<file path="src/rtl/calc_pkg.sv">
`default_nettype none
// ============================================================================
// Module      : calc_pkg
// Description : Shared calculator types. num_t is the signed Q8.8 operand
//               and result word that every client and the adder exchange.
//               It also holds the adder-arbiter state encoding and the
//               completed-operation counter type.
// Revision    : 1.0 - initial release
// ============================================================================
package calc_pkg;

   localparam int NumW    = 16;   // total operand width
   localparam int NumFrac = 8;    // fractional bits (Q8.8)

   typedef logic [NumW-1:0] num_t;

   typedef logic [31:0] ops_count_t;

   typedef enum logic [1:0] {
      ARB_IDLE  = 2'd0,
      ARB_ISSUE = 2'd1,
      ARB_WAIT  = 2'd2,
      ARB_RESP  = 2'd3
   } alu_arb_state_e;

endpackage : calc_pkg
`default_nettype wire

</file>
<file path="src/rtl/alu_rr_pick.sv">
`default_nettype none
// ============================================================================
// Module      : alu_rr_pick
// Description : Combinational round-robin picker. Scans the request vector
//               upward from last_grant+1 (modulo NumReq) and returns the
//               first requester found.
// Ports       : req        - request bit per requester
//               last_grant - index of the previous owner
//               any        - at least one request is present
//               g          - winning requester index (0 when any is low)
// Revision    : 1.0 - initial release
// ============================================================================
module alu_rr_pick #(
   parameter int NumReq = 4,
   parameter int IdW    = $clog2(NumReq)
) (
   input  logic [NumReq-1:0] req,
   input  logic [IdW-1:0]    last_grant,
   output logic              any,
   output logic [IdW-1:0]    g
);

   logic [IdW-1:0] idx;

   // Walk the offsets from farthest to nearest so the requester closest
   // after last_grant is the last one written and therefore wins.
   always_comb begin
      any = 1'b0;
      g   = '0;
      idx = '0;
      for (int i = NumReq; i >= 1; i--) begin
         idx = IdW'((int'(last_grant) + i) % NumReq);
         if (req[idx]) begin
            any = 1'b1;
            g   = idx;
         end
      end
   end

endmodule : alu_rr_pick
`default_nettype wire

</file>
<file path="src/rtl/alu_add_arbiter.sv">
`default_nettype none
// ============================================================================
// Module      : alu_add_arbiter
// Description : Shares one adder between NumReq requesters. Round-robin
//               grant, a single operation in flight, and the captured result
//               returned only to the requester that issued it.
// Ports       : clk_i/rst_ni        - clock, async active-low reset
//               req_left_i/right_i  - operands per requester
//               req_valid_i/ready_o - request handshake per requester
//               rsp_result_o        - captured sum (shared)
//               rsp_valid_o/ready_i - response handshake per requester
//               alu_left_o/right_o  - operands to the adder
//               alu_in_valid_o/in_ready_i   - adder input handshake
//               alu_result_i, alu_out_valid_i/out_ready_o - adder output
//               grant_id_o          - current or last owner
//               busy_o              - operation in progress
//               ops_done_o          - completed response handshakes
// Revision    : 1.0 - initial release
// ============================================================================
module alu_add_arbiter
   import calc_pkg::*;
#(
   parameter int NumReq = 4,
   parameter int IdW    = $clog2(NumReq)
) (
   input  logic                  clk_i,
   input  logic                  rst_ni,

   input  num_t [NumReq-1:0]     req_left_i,
   input  num_t [NumReq-1:0]     req_right_i,
   input  logic [NumReq-1:0]     req_valid_i,
   output logic [NumReq-1:0]     req_ready_o,

   output num_t                  rsp_result_o,
   output logic [NumReq-1:0]     rsp_valid_o,
   input  logic [NumReq-1:0]     rsp_ready_i,

   output num_t                  alu_left_o,
   output num_t                  alu_right_o,
   output logic                  alu_in_valid_o,
   input  logic                  alu_in_ready_i,
   input  num_t                  alu_result_i,
   input  logic                  alu_out_valid_i,
   output logic                  alu_out_ready_o,

   output logic [IdW-1:0]        grant_id_o,
   output logic                  busy_o,
   output ops_count_t            ops_done_o
);

   alu_arb_state_e state_q, state_d;

   num_t           op_left_q, op_right_q, result_q;
   logic [IdW-1:0] grant_q, last_grant_q;
   ops_count_t     ops_q;

   logic           pick_any;
   logic [IdW-1:0] pick_g;

   logic           accept, issue_hs, result_hs, rsp_hs;

   alu_rr_pick #(
      .NumReq (NumReq),
      .IdW    (IdW)
   ) u_pick (
      .req        (req_valid_i),
      .last_grant (last_grant_q),
      .any        (pick_any),
      .g          (pick_g)
   );

   // ------------------------------------------------------------------------
   // State register
   // ------------------------------------------------------------------------
   always_ff @(posedge clk_i or negedge rst_ni) begin
      if (!rst_ni) begin
         state_q <= ARB_IDLE;
      end else begin
         state_q <= state_d;
      end
   end

   // ------------------------------------------------------------------------
   // Next state and handshake outputs
   // ------------------------------------------------------------------------
   always_comb begin
      state_d         = state_q;
      req_ready_o     = '0;
      rsp_valid_o     = '0;
      alu_in_valid_o  = 1'b0;
      alu_out_ready_o = 1'b0;
      accept          = 1'b0;
      issue_hs        = 1'b0;
      result_hs       = 1'b0;
      rsp_hs          = 1'b0;

      case (state_q)
         ARB_IDLE: begin
            if (pick_any) begin
               req_ready_o[pick_g] = 1'b1;
               accept              = 1'b1;
               state_d             = ARB_ISSUE;
            end
         end
         ARB_ISSUE: begin
            alu_in_valid_o = 1'b1;
            if (alu_in_ready_i) begin
               issue_hs = 1'b1;
               state_d  = ARB_WAIT;
            end
         end
         ARB_WAIT: begin
            alu_out_ready_o = 1'b1;
            if (alu_out_valid_i) begin
               result_hs = 1'b1;
               state_d   = ARB_RESP;
            end
         end
         ARB_RESP: begin
            rsp_valid_o[grant_q] = 1'b1;
            // Ready on any other lane is deliberately ignored.
            if (rsp_ready_i[grant_q]) begin
               rsp_hs  = 1'b1;
               state_d = ARB_IDLE;
            end
         end
         default: begin
            state_d = ARB_IDLE;
         end
      endcase
   end

   // ------------------------------------------------------------------------
   // Operand, result, grant and counter registers
   // ------------------------------------------------------------------------
   always_ff @(posedge clk_i or negedge rst_ni) begin
      if (!rst_ni) begin
         op_left_q    <= '0;
         op_right_q   <= '0;
         result_q     <= '0;
         grant_q      <= '0;
         last_grant_q <= IdW'(NumReq - 1);   // first grant goes to lane 0
         ops_q        <= '0;
      end else begin
         if (accept) begin
            op_left_q  <= req_left_i[pick_g];
            op_right_q <= req_right_i[pick_g];
            grant_q    <= pick_g;
         end
         if (result_hs) begin
            result_q <= alu_result_i;
         end
         if (rsp_hs) begin
            last_grant_q <= grant_q;
            ops_q        <= ops_q + 32'd1;
         end
      end
   end

   assign alu_left_o   = op_left_q;
   assign alu_right_o  = op_right_q;
   assign rsp_result_o = result_q;
   assign grant_id_o   = grant_q;
   assign busy_o       = (state_q != ARB_IDLE);
   assign ops_done_o   = ops_q;

   // issue_hs only documents the ISSUE->WAIT transfer; it needs no register.
   logic unused_issue_hs;
   assign unused_issue_hs = issue_hs;

endmodule : alu_add_arbiter
`default_nettype wire

</file>
<file path="config.mk">
export PLATFORM = sky130hd
export DESIGN_NAME = alu_add_arbiter
export DESIGN_NICKNAME = d
export VERILOG_FILES = /design/src/rtl/calc_pkg.sv /design/src/rtl/alu_rr_pick.sv /design/src/rtl/alu_add_arbiter.sv
export SDC_FILE = /design/constraint.sdc
export NUM_CORES = 1
export LEC_CHECK = 0
export ABC_CLOCK_PERIOD_IN_PS = 2350
export BUFFER_PORTS_ARGS = -buffer_cell sky130_fd_sc_hd__buf_2
export CAP_MARGIN = 40
export CORE_AREA = 2 2 118 120
export CTS_BUF_LIST = sky130_fd_sc_hd__clkbuf_4 sky130_fd_sc_hd__clkbuf_8 sky130_fd_sc_hd__clkbuf_16
export DETAILED_ROUTE_END_ITERATION = 10
export DIE_AREA = 0 0 120 122
export PLACE_DENSITY = 0.69
export SLEW_MARGIN = 20
export SYNTH_ARGS = -nofsm -noshare
export SYNTH_HDL_FRONTEND = slang
export SYNTH_SLANG_ARGS = --single-unit
</file>
<file path="constraint.sdc">
create_clock -name clk_i -period 2.35 [get_ports clk_i]
set_input_delay 0.1175 -clock clk_i [delete_from_list [all_inputs] [get_ports clk_i]]
set_output_delay 0.1175 -clock clk_i [all_outputs]
set_load 0.01 [all_outputs]
</file>
**Word-level counts from Yosys, hierarchy flattened**

Cells that the tools add are included.
W data, S select, Z words.

- Bits in registers: 86
- Logic and storage cells: 74
- Output and inout port bits: 93
- Bits of input ports: 156

- Reductions and logical operators: 5
- Equal/unequal tests: 7
- Add/subtract/negate cells: 5
- Order comparisons: 8
- Multiplexer cells: 42

Operator list:

| cell | count |
|---|---|
| $bmux W16 S2 | 2 |
| $add A32 B1 Y32 const B | 1 |
| $mux W16 | 2 |
| $mux W1 | 19 |
| $lt A2 B3 Y1 const B | 6 |
| $mux W2 | 8 |
| $mux W4 | 3 |
| $bmux W1 S2 | 5 |
| $ne A2 B2 Y1 const B | 4 |
| $pmux W2 S4 | 1 |
| $add A2 B1 Y2 const B | 2 |
| $add A2 B2 Y2 const B | 2 |
| $demux W1 S2 | 2 |
| $eq A2 B2 Y1 const B | 2 |
| $ge A2 B1 Y1 const B | 2 |
| $reduce_and A4 Y1 | 1 |
| $eq A2 B1 Y1 const B | 1 |
| $logic_and A1 B1 Y1 | 2 |
| $logic_not A2 Y1 | 1 |
| $reduce_bool A2 Y1 | 1 |

**Longest topological paths before layout**

Gate-level depths: netlist (run 1).

- Depth in word-level cells: 13
- Mapped depth: 8
- Gate-level depth less buffers: 7

**Hierarchy**

From an unflattened synthesis (run 1), not the netlist that was laid out.

- Cell total of the unflattened synthesis: 332
- Area, all modules: 4,541.9 um^2

By module, submodules not included:

| module | area each (um^2) | times used | cells each | sequential area each (um^2) |
|---|---|---|---|---|
| alu_add_arbiter | 4,450.5 | 1 | 318 | 2,154.6 |
| alu_rr_pick | 91.3 | 1 | 14 | 0.0 |

**Worst setup path after synthesis (run 1)**

OpenSTA, ideal clock, no wires.

- Path kind: reg2reg
- Start point: reg last_grant_q[1]
- End point: reg op_right_q[2] (netlist: alu_right_o[2])
- Data required time: 2.224 ns
- Stages on the path, launching flop included: 8
- Data arrival time: 1.882 ns
- Buffers on the path: 2
- Period minus slack after synthesis: 2.009 ns
- Setup time: 0.126 ns
- Slack: 0.341 ns
- Cell sequence: dfstp_2 -> mux2_1 -> a22oi_1 -> nand2_1 -> clkbuf_1 -> clkbuf_1 -> a211oi_1 -> nor3_1

- Word-level cells in the longest chain between the ends: 9
- Elaborated cells on any way between the ends: 24
- Those cells by class: add/sub: 4; mux: 20

RTL lines:

| what | RTL line | text |
|---|---|---|
| start, declared | alu_add_arbiter.sv:54 | `logic [IdW-1:0] grant_q, last_grant_q;` |
| start signal, assigned | alu_add_arbiter.sv:142 | `last_grant_q <= IdW'(NumReq - 1);` |
| start signal, assigned | alu_add_arbiter.sv:154 | `last_grant_q <= grant_q;` |
| $add A2 B1 Y2 | alu_rr_pick.sv:32 | `idx = IdW'((int'(last_grant) + i) % NumReq);` |
| $bmux W1 S2 | alu_rr_pick.sv:33 | `if (req[idx]) begin` |
| $mux W1 (not written as such) | alu_rr_pick.sv:33 |  |
| $mux W2 or $mux W1 (tied branches) (4 in a row) | alu_rr_pick.sv:33 |  |
| $bmux W16 S2 or $mux W1 (tied branches) | alu_add_arbiter.sv:147, alu_add_arbiter.sv:99 |  |
| $mux W16 (not written as such) or $mux W1 (tied branches) | alu_add_arbiter.sv:147, alu_add_arbiter.sv:97 |  |
| end signal, assigned | alu_add_arbiter.sv:147 | `op_right_q <= req_right_i[pick_g];` |
| end, declared | alu_add_arbiter.sv:53 | `num_t op_left_q, op_right_q, result_q;` |

Parallel ways exist; a longest one is shown, timed or not. The select of a mux whose other input is x is not followed.
A chain may end at the register's enable or synchronous reset.

**Worst setup path in the final report (run 1)**

- Start point: reg last_grant_q[1]
- End point: out req_ready_o[3]

- Word-level cells in the longest chain between the ends: 13
- Elaborated cells on any way between the ends: 27
- Those cells by class: add/sub: 4; order compare: 2; mux: 20; reduce/logical: 1

RTL lines:

| what | RTL line | text |
|---|---|---|
| $add A2 B1 Y2 | alu_rr_pick.sv:32 |  |
| $bmux W1 S2 | alu_rr_pick.sv:33 |  |
| $mux W1 (not written as such) | alu_rr_pick.sv:33 |  |
| $mux W2 (4 in a row) | alu_rr_pick.sv:33 |  |
| $lt A2 B3 Y1 (not written as such) or $ge A2 B1 Y1 (tied branches) | alu_add_arbiter.sv:100 | `req_ready_o[pick_g] = 1'b1;` |
| $logic_and A1 B1 Y1 (not written as such) | alu_add_arbiter.sv:100 |  |
| $mux W1 (not written as such) | alu_add_arbiter.sv:100 |  |
| $demux W1 S2 | alu_add_arbiter.sv:100 |  |
| $mux W4 * | alu_add_arbiter.sv:99 | `if (pick_any) begin` |
| $mux W4 * | alu_add_arbiter.sv:97 | `case (state_q)` |
| end, declared | alu_add_arbiter.sv:32 | `output logic [NumReq-1:0] req_ready_o,` |

Every way passes the cells marked *; elsewhere a longest branch is shown, timed or not. The select of a mux whose other input is x is not followed.

==> flow_metrics.tcl, run 1 <==
set metrics [dict create \
    status "complete, no violations" \
    maxCapViolCount 0 \
    ctsHtreeMaxLevel 3 \
    multi_input_area_um2 2270 \
    grt_util_all_layers_pct 18.8 \
    synth_top_cell_by_area "dfrtp_1" \
    gp_congestion 0.755 \
    start_util_pct 34.0 \
    drive_above_1_share_pct 42.8 \
    drv_slew 0 \
    timing.slew.headroom_pct 54.9 \
    synth_top_area_share_pct 45.8 \
    viasPerCell 5.07 \
    clkSlewWorstSetupHoldPaths_ns 0.07 \
    drc_errors 0 \
    synth_common_cells "dfrtp_1, and3_1, a211oi_1, nor2_1, nor3_1" \
    final_core_util_pct 49.1 \
    hold_start "alu_result_i[13]" \
    cts_tree "yes" \
    powerDensity_nw_per_um2 1070 \
    synth_top_flop_cell "dfrtp_1" \
    rr_worst_depth 8 \
    yosysSeqAreaShare_pct 47.0 \
    grt_pass1_vias 4366 \
    hold_viol 0 \
    synth.avg_cell_area_um2 9.72 \
    p_leak_nw 3.34 \
    synth_area_um2 4590 \
    max_freq_mhz 447 \
    core_area_um2 13500 \
    route.vias.total 4643 \
    fin_skew_ns 0.00696 \
    design.die.area_um2 14600 \
    synth-seq-cells 86 \
    clock_path_buffers 2 \
    cp-start-kind "flip-flop" \
    ant_nets 0 \
    r2r_start "last_grant_q[1]$_DFFE_PN1P_" \
    wirelength_mm 14.5 \
    hold_depth 2 \
    max_slew.worst_pin.slew_ns 0.670 \
    grt_pass1_wl_mm 21.9 \
    period_needed_ns 2.24 \
    pin_count 249 \
    finalNetCount 892 \
    antenna_cells 0 \
    clock-root-buffer "clkbuf_16" \
    timing.rr.end "alu_left_o[14]$_DFFE_PN0P_" \
    async_reset_ff_share_pct 100 \
    crit_path_end_kind "output pin" \
    ys_warn_count 0 \
    antenna_found_initial 0 \
    reg2reg_setup_slack_ns 0.19 \
    wl_per_cell_um 15.8 \
    hold_class "in2reg" \
    syn2layout_area_growth_pct 44.6 \
    synth-edff-count 0 \
    grt_max_degree 67 \
    fillCellCount 1338 \
    vdd_drop_max_mv 0.378 \
    synth_nets 633 \
    synthTopCellsByArea "dfrtp_1, a211oi_1, and3_1, xnor2_1, mux2_2" \
    cp_max_fo 17 \
    setup_viol 0 \
    totalPowerFinal_mw 7.12 \
    synth_most_common_cell "dfrtp_1" \
    firstDrtPassIters 5 \
    arrival_ns 2.12 \
    holdPathEnd "rsp_result_o[13]$_DFFE_PN0P_" \
    overflow 0 \
    fp-row-count 43 \
    synthCells 472 \
    fp.dieH_um 122 \
    critPathKind "reg2out" \
    port_buffers 248 \
    chipWidth_um 120 \
    numCtsBuffers 9 \
    seq_area_um2 2150 \
    ys_types 38 \
    required_ns 2.23 \
    timing.final.crit_share_pct 95.3 \
    worstSkewPairLatency_ns 0.34 \
    place_hpwl_mm 9.82 \
    drtIter0Drc 200 \
    numClockSinks 86 \
]
[cell type report]
class                   count  share of cell area (%)
well taps                 180                    3.40
clock inverters             6                    1.04
flip-flops and latches     86                    32.5
repair buffers            284                    24.8
clock buffers              10                    3.60
inverters                   8                   0.453
multi-input cells         342                    34.2
[worst max-delay path: stages (launching register included)]
cell and delay (ns):
dfstp_2 0.56, mux2_1 0.34, a22oi_2 0.22, buf_4 0.17
buf_12 0.15, and2_4 0.16, nor2_1 0.04, buf_2 0.15
[placed cells by master (no fill, tap or decap), types with 3 or more instances in the layout]
master	count
clkbuf_16	11
ha_1	5
buf_2	247
dfrtp_1	84
buf_4	18
dlygate4sd3_1	13
mux2_2	17
and4_1	4
and3_1	71
buf_12	3
o21ai_0	4
nand4_1	9
nand3_1	16
xnor2_1	29
nor3_1	36
nor2_1	40
inv_1	8
nand2_1	22
a211oi_1	64
[through the flow]
stage	instances	hold WS (ns)	setup TNS, ns	area, µm²	setup slack, ns
floorplan	472	-0.178	0	4590	0.341
detailed placement	879	0.171	0	6070	0.280
global placement	879	0.167	0	6070	0.316
CTS	909	0.000133	0	6540	0.0332
finish	916	0.0108	0	6630	0.111
global route	916	0.00890	-0.00230	6630	-0.00199
[per-layer routing]
layer	share of wire, %	global-route usage, %
met1	42	22.8
met2	50	32.6
met3	6.9	4.68
met4	1.7	6.40
met5	0	0
[state kept, by name (all words and copies together) (netlist names)]
signal,flops
last_grant_q,2
alu_left_o,16
grant_id_o,2
ops_done_o,32
rsp_result_o,16
state_q,2
alu_right_o,16
[where the power goes]
part | leakage (nW) | switching, mW | internal (mW)
registers | 1.05 | 0.309 | 2.01
clock network | 0.149 | 0.622 | 0.859
logic | 2.14 | 1.80 | 1.51
[worst max path at each step]
stage / start / to / slack, ns / cells past startpoint
final: last_grant_q[1]$_DFFE_PN1P_ / req_ready_o[3] / 0.11 / 7
after global routing: last_grant_q[1]$_DFFE_PN1P_ / req_ready_o[3] / -0.002 / 7
after CTS: last_grant_q[1]$_DFFE_PN1P_ / req_ready_o[3] / 0.03 / 6
after detailed placement: last_grant_q[1]$_DFFE_PN1P_ / alu_left_o[7]$_DFFE_PN0P_ / 0.28 / 6
after global placement: last_grant_q[1]$_DFFE_PN1P_ / alu_left_o[11]$_DFFE_PN0P_ / 0.32 / 6
after floorplan: last_grant_q[1]$_DFFE_PN1P_ / alu_right_o[2]$_DFFE_PN0P_ / 0.34 / 7
[timing repair]
item / CTS / global route
cloned: 1 / 2
pin swaps: 1 / 1
setup buffers: 1 / 4
endpoints found under the hold margin: 51 / 1
hold buffers: 12 / 1
gates resized for setup: 0 / 1
setup endpoints to repair: 2 / 4
[logic make-up (layout without fill, tap and decap cells)]
family,count (synthesis),after routing,share of synthesized area (%)
AND/OR/NAND/NOR,210,210,24.4
flip-flops,86,86,47.0
AO/OA/AOI/OAI,77,77,12.4
buffers and inverters,44,308,4.01
XOR/XNOR,31,31,5.92
multiplexers,19,19,4.91
adder cells (fa/ha/maj),5,5,1.36
Note: power is estimated with default switching activity, not from simulation.
==> run 2: changes to the inputs <==
--- a/config.mk
+++ b/config.mk
@@ -5,14 +5,16 @@
 export SDC_FILE = /design/constraint.sdc
 export NUM_CORES = 1
 export LEC_CHECK = 0
+export ABC_AREA = 1
 export ABC_CLOCK_PERIOD_IN_PS = 2350
 export BUFFER_PORTS_ARGS = -buffer_cell sky130_fd_sc_hd__buf_2
 export CAP_MARGIN = 40
-export CORE_AREA = 2 2 118 120
+export CORE_AREA = 2 2 132 134
 export CTS_BUF_LIST = sky130_fd_sc_hd__clkbuf_4 sky130_fd_sc_hd__clkbuf_8 sky130_fd_sc_hd__clkbuf_16
 export DETAILED_ROUTE_END_ITERATION = 10
-export DIE_AREA = 0 0 120 122
-export PLACE_DENSITY = 0.69
+export DIE_AREA = 0 0 134 136
+export PLACE_DENSITY = 0.66
+export SKIP_CTS_REPAIR_TIMING = 1
 export SLEW_MARGIN = 20
 export SYNTH_ARGS = -nofsm -noshare
 export SYNTH_HDL_FRONTEND = slang
==> run 2 against run 1 <==
The flow now finishes with violations (negative hold slack). Cell area increased by 21%. Maximum frequency down 0.91%. Cell count increased by 50%. Worst hold slack worse by 0.011 ns. Die area is 24% higher. Power increased by 53%. Register-to-register slack got worse by 0.02 ns. Global-route usage grew 0.15 points. Synthesized area rose by 27%. Sequential power barely moved. Clock skew rose by 0.0015 ns.
==> flow_metrics.tcl, run 2 <==
set metrics [dict create \
    reg2reg_setup_slack_ns 0.17 \
    numCtsBuffers 9 \
    r2r_start "last_grant_q[0]$_DFFE_PN1P_" \
    fp.dieH_um 136 \
    clkSlewWorstSetupHoldPaths_ns 0.07 \
    grt_max_degree 66 \
    synth_most_common_cell "nand2_1" \
    syn2layout_area_growth_pct 38.5 \
    mostFrequentLayoutCell "nand2_1" \
    yosysSeqAreaShare_pct 37.1 \
    p_leak_nw 4.79 \
    setup.worst_path.start "last_grant_q[0]$_DFFE_PN1P_" \
    hold_depth 2 \
    hold_viol 2 \
    synth.avg_cell_area_um2 6.69 \
    ant_nets 0 \
    viasPerCell 4.59 \
    design.die.area_um2 18200 \
    core_area_um2 16900 \
    fillCellCount 1710 \
    synthTopCellsByArea "dfrtp_1, nand2_1, nand3_1, inv_1, mux2_2" \
    timing.slew.headroom_pct 59.4 \
    synth-seq-cells 86 \
    finalNetCount 1301 \
    critical_path.max_stage_delay_ns 0.61 \
    grt_pass1_vias 5801 \
    layout_common_cells "nand2_1, buf_2, inv_1" \
    cp_max_fo 8 \
    gp_congestion 0.859 \
    holdPathEnd "rsp_result_o[9]$_DFFE_PN0P_" \
    violations "negative hold slack" \
    powerDensity_nw_per_um2 1360 \
    crit_path_end_kind "output pin" \
    clock_path_buffers 2 \
    rr_worst_depth 15 \
    stdcell_count 1374 \
    numClockSinks 86 \
    drv_slew 0 \
    hold_class "in2reg" \
    path_common_cell "nand2_2" \
    max_slew.worst_pin.slew_ns 0.608 \
    port_buffers 248 \
    synthCells 867 \
    arrival_ns 2.14 \
    maxCapViolCount 0 \
    period_needed_ns 2.26 \
    setup_viol 0 \
    clock-root-buffer "clkbuf_16" \
    status "complete, but fails checks" \
    crit_chain "buf_6 > nand2_1 > nand2_2 > nand2_2 > nand2_4 > inv_2 > nand2_2 > nand2_4 > nand2_8 > buf_12 > nand2_1 > nor2_1 > buf_2" \
    largest_reg_flops 32 \
    synth_nets 1028 \
    grt_pass1_wl_mm 27.6 \
    chipWidth_um 134 \
    synth_top_cell_by_area "dfrtp_1" \
    wl_per_cell_um 13.7 \
    wirelength_mm 18.9 \
    vdd_drop_max_mv 0.674 \
    critPathKind "reg2out" \
    whs_ns -0.000177 \
    hold_start "alu_result_i[9]" \
    timing.rr.end "alu_left_o[9]$_DFFE_PN0P_" \
    synth_top_area_share_pct 36.2 \
    start_util_pct 34.4 \
    required_ns 2.23 \
    overflow 0 \
    drc_errors 0 \
    cp-start-kind "flip-flop" \
    firstDrtPassIters 4 \
    drive_above_1_share_pct 31.3 \
    place_hpwl_mm 12.8 \
    synth_top_flop_cell "dfrtp_1" \
    cts_tree "yes" \
    synth-edff-count 0 \
    synth_area_um2 5800 \
    slowest_stage "dfstp_2" \
    dp_cells 1316 \
    max_freq_mhz 443 \
    worstSkewPairLatency_ns 0.35 \
    timing.final.crit_share_pct 96.1 \
    ys_warn_count 0 \
    grt_util_all_layers_pct 19.0 \
    synth_common_cells "nand2_1, inv_1, nand3_1, dfrtp_1, nor2_1" \
    fin_skew_ns 0.00842 \
    route.vias.total 6309 \
    fp-row-count 48 \
    antenna_found_initial 5 \
    ys_types 31 \
    async_reset_ff_share_pct 100 \
    pin_count 249 \
    drtIter0Drc 254 \
    totalPowerFinal_mw 10.9 \
    ctsHtreeMaxLevel 3 \
]
## run 2: changes by cell type in the layout (fill, tap and decap cells not counted), sizes merged, moves of 17 or more
cell,change
buf,+22
nand2,+287
nand3,+126
nor3,-21
and3,-71
xnor2,-17
inv,+155
a211oi,-64
## run 2: worst max path at each step
| stage | endpoint | slack, ns | depth (start not counted) |
|---|---|---|---|
| after floorplan | req_ready_o[3] | 0.56 | 11 |
| after global placement | alu_left_o[14]$_DFFE_PN0P_ | 0.19 | 14 |
| after detailed placement | req_ready_o[2] | 0.13 | 12 |
| after CTS | req_ready_o[2] | -0.25 | 12 |
| after global routing | req_ready_o[2] | -0.05 | 13 |
| final | req_ready_o[2] | 0.09 | 13 |
## run 2: final cells by class
type / count / area, µm² / share of cell area [%]
tap: 225 / 282 / 3.50
timing repair buffer: 299 / 1830 / 22.8
sequential: 86 / 2150 / 26.8
clock buffer: 11 / 253 / 3.14
multi-input combinational: 582 / 2860 / 35.6
clock inverter: 5 / 38.8 / 0.483
inverter: 162 / 608 / 7.57
antenna: 4 / 10.0 / 0.125
## run 2: logic make-up (layout without fill, tap and decap cells)
kind of cell	after synthesis	in the layout	share of synthesized area [%]
and+or+nand+nor	521	521	38.4
buffers and inverters	199	477	14.9
DFF	86	86	37.1
xor gates and xnor gates	26	26	3.92
muxes	16	16	3.10
AOI/OAI and AO/OA	14	14	1.42
adders and majority gates	5	5	1.08
other	0	4	0
## run 2: layer usage
layer	vias up	global-route usage [%]	part of all wire (%)
li1	3199	-	-
met1	2890	23.2	44
met2	187	33.2	48
met3	29	3.88	6.0
met4	4	6.62	1.8
met5	-	0	0.15
## run 2: through the flow
step | area, µm² | worst slack (ns) | setup TNS (ns) | utilization, %
global placement | 7260 | 0.188 | 0 | 43.0
global route | 8030 | -0.0467 | -0.130 | 47.6
finish | 8040 | 0.0907 | 0 | 47.6
detailed placement | 7260 | 0.130 | 0 | 43.0
CTS | 7560 | -0.249 | -0.917 | 44.8
floorplan | 5800 | 0.558 | 0 | -
## run 2: power breakdown
part,internal [mW],switching [mW],total (mW)
sequential,2.02,0.330,2.35
clock,0.785,0.637,1.42
combinational,3.07,4.08,7.14
total,5.87,5.04,10.9
## run 2: critical path, delay by kind of cell (launching register included)
family | cells | cell delay [ns]
and+or+nand+nor | 9 | 0.74
DFF | 1 | 0.61
buffers and inverters | 4 | 0.42
==> run 3: changes to the inputs <==
==> constraint.sdc (replaced) <==
create_clock -name clk_i -period 2.35 [get_ports clk_i]
set_input_delay 0.235 -clock clk_i [delete_from_list [all_inputs] [get_ports clk_i]]
set_output_delay 0.235 -clock clk_i [all_outputs]
set_load 0.01 [all_outputs]
==> run 3 against run 2 <==
The flow now finishes without violations. Via count is 0.43% lower. Worst hold slack better by 0.12 ns. Sequential power hardly changed. Setup slack better by 0.029 ns. Highest routed layer unchanged.
==> flow_metrics.tcl, run 3 (synthesis gave the netlist of run 2 again) <==
set metrics [dict create \
    max_slew.worst_pin.slew_ns 0.561 \
    ant_nets 0 \
    maxCapViolCount 0 \
    core_area_um2 16900 \
    dp_cells 1317 \
    p_leak_nw 4.68 \
    fp.dieH_um 136 \
    cts_tree "yes" \
    numCtsBuffers 9 \
    mostFrequentLayoutCell "nand2_1" \
    viasPerCell 4.65 \
    pin_count 249 \
    grt_util_all_layers_pct 19.3 \
    worstSkewPairLatency_ns 0.35 \
    grt_max_degree 66 \
    hold_depth 2 \
    max_freq_mhz 448 \
    clock-root-buffer "clkbuf_16" \
    status "complete, no violations" \
    drive_above_1_share_pct 30.5 \
    antenna_found_initial 5 \
    firstDrtPassIters 5 \
    place_hpwl_mm 13.1 \
    powerDensity_nw_per_um2 1330 \
    crit_path_end_kind "output pin" \
    critPathKind "reg2out" \
    fp-row-count 48 \
    wl_per_cell_um 13.6 \
    cp-start-kind "flip-flop" \
    route.vias.total 6282 \
    finalNetCount 1280 \
    largest_reg_flops 32 \
    overflow 0 \
    chipWidth_um 134 \
    rr_worst_depth 16 \
    ctsHtreeMaxLevel 3 \
    grt_pass1_wl_mm 28.3 \
    drv_slew 0 \
    gp_congestion 0.865 \
    wirelength_mm 18.4 \
    fin_skew_ns 0.00750 \
    timing.final.crit_share_pct 94.9 \
    design.die.area_um2 18200 \
    clkSlewWorstSetupHoldPaths_ns 0.07 \
    arrival_ns 1.99 \
    clock_path_buffers 2 \
    totalPowerFinal_mw 10.5 \
    layout_common_cells "nand2_1, buf_2, inv_1" \
    period_needed_ns 2.23 \
    stdcell_count 1351 \
    cp_max_fo 8 \
    setup_viol 0 \
    syn2layout_area_growth_pct 35.6 \
    hold_class "in2reg" \
    drtIter0Drc 332 \
    grt_pass1_vias 5976 \
    port_buffers 248 \
    numClockSinks 86 \
    start_util_pct 34.4 \
    required_ns 2.12 \
    rsz0062_at_grt "true" \
    vdd_drop_max_mv 0.852 \
    hold_viol 0 \
    drc_errors 0 \
    timing.slew.headroom_pct 62.6 \
]
==> run 3: cell types whose count changed in the layout (fill, tap and decap cells not counted), moves of 3 or more <==
cell / before / now
nand2_2: 9 / 12
inv_6: 3 / 0
buf_4: 34 / 19
nand2_1: 298 / 294
==> run 3: report_power, final <==
part / switching, mW / internal [mW] / total (mW) / leakage, nW
registers: 0.322 / 2.02 / 2.34 / 1.09
clock network: 0.608 / 0.941 / 1.55 / 0.152
logic: 3.91 / 2.67 / 6.59 / 3.44
==> run 3: stage by stage <==
| stage | util (%) | setup WS [ns] | instance area [µm²] | setup TNS, ns | hold WS, ns |
|---|---|---|---|---|---|
| after global routing | 46.6 | -0.0216 | 7870 | -0.0510 | 0.119 |
| after global placement | 43.0 | 0.225 | 7260 | 0 | 0.259 |
| final | 46.6 | 0.120 | 7870 | 0 | 0.117 |
| after floorplan | - | 0.440 | 5800 | 0 | -0.0606 |
| after detailed placement | 43.0 | 0.214 | 7260 | 0 | 0.265 |
| after CTS | 44.9 | -0.176 | 7580 | -0.568 | -0.108 |
==> run 3: worst paths after layout <==
check | startpoint | endpoint | slack, ns
worst max-delay path | last_grant_q[0]$_DFFE_PN1P_ | req_ready_o[0] | 0.12
worst min-delay path | alu_result_i[1] | rsp_result_o[1]$_DFFE_PN0P_ | 0.12
worst max register to register | last_grant_q[0]$_DFFE_PN1P_ | alu_right_o[2]$_DFFE_PN0P_ | 0.23
worst min register to register | alu_right_o[4]$_DFFE_PN0P_ | alu_right_o[4]$_DFFE_PN0P_ | 0.47
max in group asynchronous | rst_ni | last_grant_q[1]$_DFFE_PN1P_ | 1.22
min in group asynchronous | rst_ni | ops_done_o[21]$_DFFE_PN0P_ | 0.41
==> run 3: layout make-up <==
class / count / area (µm²)
Clock inverter: 5 / 85.1
Clock buffer: 10 / 233
Sequential cell: 86 / 2150
Fill cell: 1762 / 9010
Multi-Input combinational cell: 582 / 2880
Antenna cell: 3 / 7.51
Inverter: 162 / 611
Tap cell: 225 / 282
Timing Repair Buffer: 278 / 1620
==> run 3: worst max-delay path, stage by stage (launching register included) <==
cell and delay (ns):
dfstp_2 0.55, buf_6 0.13, nand2_1 0.07, nand2_2 0.10, nand2_1 0.08, nand2_1 0.09
nand3_2 0.06, nand2_2 0.12, nand2_2 0.08, nand2_4 0.09, buf_12 0.11, nor2_1 0.04
buf_2 0.13
==> run 3: layer usage <==
layer | share of wire, % | routed length [µm] | global-route usage [%] | up-vias
met5 | 0.18 | 33 | 0 | -
met4 | 2.2 | 413 | 7.62 | 4
met3 | 6.7 | 1230 | 3.95 | 32
met2 | 49 | 8940 | 34.0 | 212
met1 | 42 | 7810 | 23.2 | 2880
li1 | - | - | - | 3154
